===== src/rtl/signed_negate_seq.sv =====
// Chunk-serial two's-complement pass / negate / abs / neg-abs unit.
// One CHUNK-wide slice per clock, LSB first, ripple carry held in a flop.
module signed_negate_seq #(
  parameter int WIDTH = 16,
  parameter int CHUNK = 4
) (
  input  logic             clk,
  input  logic             rst,
  input  logic             start,
  input  logic [1:0]       mode,
  input  logic [WIDTH-1:0] p,
  output logic [WIDTH-1:0] out,
  output logic             busy,
  output logic             done,
  output logic             ovf
);

  localparam int N  = WIDTH / CHUNK;
  localparam int CW = $clog2(N + 1);
  localparam int PW = $clog2(WIDTH + 1);
  localparam logic [CW-1:0] LAST = CW'(N - 1);
  localparam logic [CW-1:0] ONE  = CW'(1);
  localparam logic [PW-1:0] STEP = PW'(CHUNK);
  localparam logic [WIDTH-1:0] MOST_NEG =
    {1'b1, {(WIDTH-1){1'b0}}};

  typedef enum logic [1:0] {
    IDLE,
    RUN,
    DONE
  } state_t;

  state_t           state;
  logic [CW-1:0]    cnt;
  logic [PW-1:0]    pos;
  logic             carry;
  logic             inv;
  logic             inv_n;
  logic [WIDTH-1:0] opnd;
  logic [WIDTH-1:0] work;
  logic [WIDTH-1:0] work_n;
  logic [CHUNK:0]   sum;

  assign busy = (state == RUN);
  assign done = (state == DONE);

  always_comb begin
    unique case (mode)
      2'b00: inv_n = 1'b0;
      2'b01: inv_n = 1'b1;
      2'b10: inv_n = p[WIDTH-1];
      2'b11: inv_n = ~p[WIDTH-1];
    endcase
  end

  // Conditional invert plus carry-in gives negation when inv is set.
  always_comb begin
    sum = {1'b0, opnd[pos +: CHUNK] ^ {CHUNK{inv}}}
        + {{CHUNK{1'b0}}, carry};
    work_n = work;
    work_n[pos +: CHUNK] = sum[CHUNK-1:0];
  end

  always_ff @(posedge clk) begin
    if (rst) begin
      state <= IDLE;
      cnt   <= '0;
      pos   <= '0;
      carry <= 1'b0;
      inv   <= 1'b0;
      opnd  <= '0;
      work  <= '0;
      out   <= '0;
      ovf   <= 1'b0;
    end else begin
      unique case (state)
        IDLE, DONE: begin
          if (start) begin
            opnd  <= p;
            inv   <= inv_n;
            carry <= inv_n;
            cnt   <= '0;
            pos   <= '0;
            work  <= '0;
            state <= RUN;
          end else begin
            state <= IDLE;
          end
        end
        RUN: begin
          work  <= work_n;
          carry <= sum[CHUNK];
          cnt   <= cnt + ONE;
          pos   <= pos + STEP;
          if (cnt == LAST) begin
            state <= DONE;
            out   <= work_n;
            ovf   <= inv && (opnd == MOST_NEG);
          end
        end
        default: state <= IDLE;
      endcase
    end
  end

endmodule


===== config.mk =====
export PLATFORM = sky130hd
export DESIGN_NAME = signed_negate_seq
export DESIGN_NICKNAME = d
export VERILOG_FILES = /design/src/rtl/signed_negate_seq.sv
export SDC_FILE = /design/constraint.sdc
export NUM_CORES = 1
export LEC_CHECK = 0
export BUFFER_PORTS_ARGS = -buffer_cell sky130_fd_sc_hd__buf_2
export CORE_AREA = 5 5 92 94
export CTS_CLUSTER_SIZE = 20
export DETAILED_ROUTE_END_ITERATION = 6
export DIE_AREA = 0 0 97 99
export GPL_TIMING_DRIVEN = 0
export HOLD_SLACK_MARGIN = 0.15
export PLACE_DENSITY = 0.63
export SYNTH_ARGS = -nofsm -noshare
export SYNTH_HDL_FRONTEND = slang
export SYNTH_SLANG_ARGS = --single-unit

===== constraint.sdc =====
create_clock -name clk -period 3.6 [get_ports clk]
set_input_delay 0.72 -clock clk [delete_from_list [all_inputs] [get_ports clk]]
set_output_delay 0.72 -clock clk [all_outputs]
set_load 0.02 [all_outputs]

==> flow_summary.toml <==
[yosys]
syn_nets = 383
yosysWarnings = 0
synth.avg_cell_area_um2 = 8.20
yosys.area.top_type = "dfxtp_1"
yosysUniqueCellTypes = 52
netlist_area_um2 = 2900
synth_enable_flop_cells = 0
yosysSeqAreaShare_pct = 40.7
synthTopCellsByArea = "dfxtp_1 41%, nand2_1 8.1%, a21oi_1 5.7%"
synth_top_area_share_pct = 40.7
ys_top_cells_by_count = "63 x nand2_1, 59 x dfxtp_1, 41 x nor2_1"
ys_ff_latch = 59
syn-instance-count = 354
async_reset_ff_share_pct = 0
synth_ff_type = "dfxtp_1"
yosysMostFrequentCell = "nand2_1"

[timing]
rsz0062_at_grt = "false"
hold_violations = 0
relSlewSlack_pct = 60.3
worst_pin_slew_ns = 0.594
min_period_over_period_pct = 82.7
final_max_slew_viol_count = 0
setup_tns_ns = 0
setup_viol = 0
fmaxAchievable_ghz = 0.336
fin_skew_ns = 0.00648
fin_crit_ns = 2.98

[die]
start_util_pct = 38.4
rows = 32
die_w_um = 97
core_area_um2 = 7570
dieArea_um2 = 9600
die_h_um = 99
ios = 40

[cells_and_area]
instances_no_fill = 508
fillers = 770
final_area_um2 = 3420
diodes = 0
drive_gt1_share_pct = 17.7
finalNetCount = 432
syn2layout_area_growth_pct = 17.8

[cts]
htreeDepth = 3
cts_tree = "built"
cts_buffers = 9
clock-root-buffer = "clkbuf_8"
clock_latency_ns = 0.34
postCtsHoldBufs = 0
cts.path.max_buffers = 2
ctsResizeCount = 0
clkSinkCount = 59
post_cts_buffers = 0
clk_pin_slew_ns = 0.07

[power_and_ir_drop]
p_sw_mw = 0.404
p_seq_share_pct = 45.2
p_sw_share_pct = 26.7
ir_drop_mv = 0.288
p_comb_share_pct = 13.7
powerDensity_nw_per_um2 = 443
power_leakage_nw = 1.35
p_clk_share_pct = 41.1
intPower_mw = 1.11

[grt]
grt_pass1_vias = 2663
antenna_found_initial = 0
grt_start_max_net_pins = 11
globalRouteTotalUtil_pct = 16.6
overflow = 0
grt_pass1_wl_mm = 12.9

[route]
postRouteAntennaNets = 0
wl_per_cell_um = 15.5
finalWirelength_mm = 7.88
dr.pass1.iters = 4
drt_iter0_markers = 124
drc = 0
vias = 2718
routed_via_density = 5.35

[critical_path]
path_max_fanout = 10
worstPathArrival_ns = 3.24
slowest_delay_ns = 0.52
critPathKind = "reg -> reg"
required_ns = 3.87
end_kind = "flip-flop"
crit_buf_inv = 2
cp-start-kind = "flip-flop"
crit_path_top_delay_cell = "mux4_2"
path_common_cell = "ha_1"
crit_chain = "buf_6, buf_2, mux4_2, nand2_1, xnor2_1, ha_1, ha_1, xnor3_1, or3_1, a21oi_1"
cp_top_family = "XOR/XNOR gates"

[place]
dpl_cell_area_um2 = 3220
hpwl_mm = 5.74
place.gp.congestion = 0.863
portBuffers = 38
dpl.cell_count = 494

[job]
max-cap-violations = 0

[min_path]
hp-class = "reg -> reg"

[outcome]
status = "complete, no violations"
sequential cells by signal, indices dropped and copies added (netlist names):
signal and cells:
opnd 16, out 16, work 16, cnt 3, pos 3, state 2
carry 1, inv 1, ovf 1
cell usage in the layout (no fill, tap or decap), drive strengths merged, types with 2 or more instances in the layout:
cell type  synthesis  final
ha                 8      8
clkbuf            10     22
mux2i              4      4
o2111ai            5      5
nor2b              2      2
nand2b             4      4
and4b              2      2
o211ai             2      2
a211o              5      5
a31oi              3      3
xor2               2      2
nor2              42     42
or2                4      4
nand3             15     15
a21oi             33     33
nand2             63     63
buf               15     53
inv                6      6
and3               2      2
o21ai              9      9
nor4b              3      3
or3                2      2
nor3               5      5
mux4               2      2
or4                2      2
clkinv             1      2
xnor2              2      2
nor4               7      7
a311oi             8      8
and4               2      2
o22ai              2      2
and2               3      3
dfxtp             59     59
a22oi              7      7
power groups by stage:
stage | logic, mW | clock network [mW] | registers [mW]
after CTS | 0.206 | 0.631 | 0.685
after floorplan | 0.145 | 0 | 0.696
after detailed placement | 0.205 | 0 | 0.700
after global placement | 0.202 | 0 | 0.699
final | 0.208 | 0.623 | 0.685
after global routing | 0.228 | 0.657 | 0.687
cell families after synthesis:
logic type / Yosys count / share of synthesized area [%]
fa+ha+maj: 8 / 3.45
compound gates: 79 / 18.3
xor+xnor: 5 / 1.98
flops: 59 / 40.7
buf+inv: 32 / 5.17
simple gates: 165 / 27.5
mux: 6 / 2.93
area by class of cell:
cell class / count / area [um2] / area share, %
buffer: 25 / 124 / 3.62
sequential: 59 / 1180 / 34.5
clock buffer: 12 / 165 / 4.83
multi-input combinational: 263 / 1570 / 45.9
inverter: 7 / 26.3 / 0.768
timing repair buffer: 38 / 190 / 5.56
clock inverter: 2 / 35.0 / 1.02
tap: 102 / 128 / 3.73
worst paths after layout:
check | startpoint | to | slack (ns) | cells past startpoint
hold / removal | out[6] | out[6] | 0.46 | 2
setup reg to reg | pos[2] | work[2] | 0.62 | 10
hold reg to reg | out[6] | out[6] | 0.46 | 2
setup / recovery | pos[2] | work[2] | 0.62 | 10
worst min-delay path, cell delays in order, from the launching register on:
cell	delay, ns
dfxtp_1	0.31
nand2_1	0.05
a21oi_1	0.05
metal layers:
metal / share of wire (%) / global-route usage (%)
met2: 49 / 28.6
met5: 0 / 0
met1: 44 / 20.1
met3: 5.4 / 4.67
met4: 1.8 / 5.29
metrics by stage:
stage	power [mW]	hold WS (ns)	worst slack [ns]	utilization, %
2_1_floorplan	0.840	0.428	0.949	-
3_3_place_gp	0.902	0.439	0.691	42.6
3_5_place_dp	0.905	0.453	0.656	42.6
4_1_cts	1.52	0.462	0.632	45.2
5_1_grt	1.57	0.482	0.469	45.2
6_report	1.52	0.456	0.623	45.2
No activity file was read; power rests on OpenSTA's default activity.
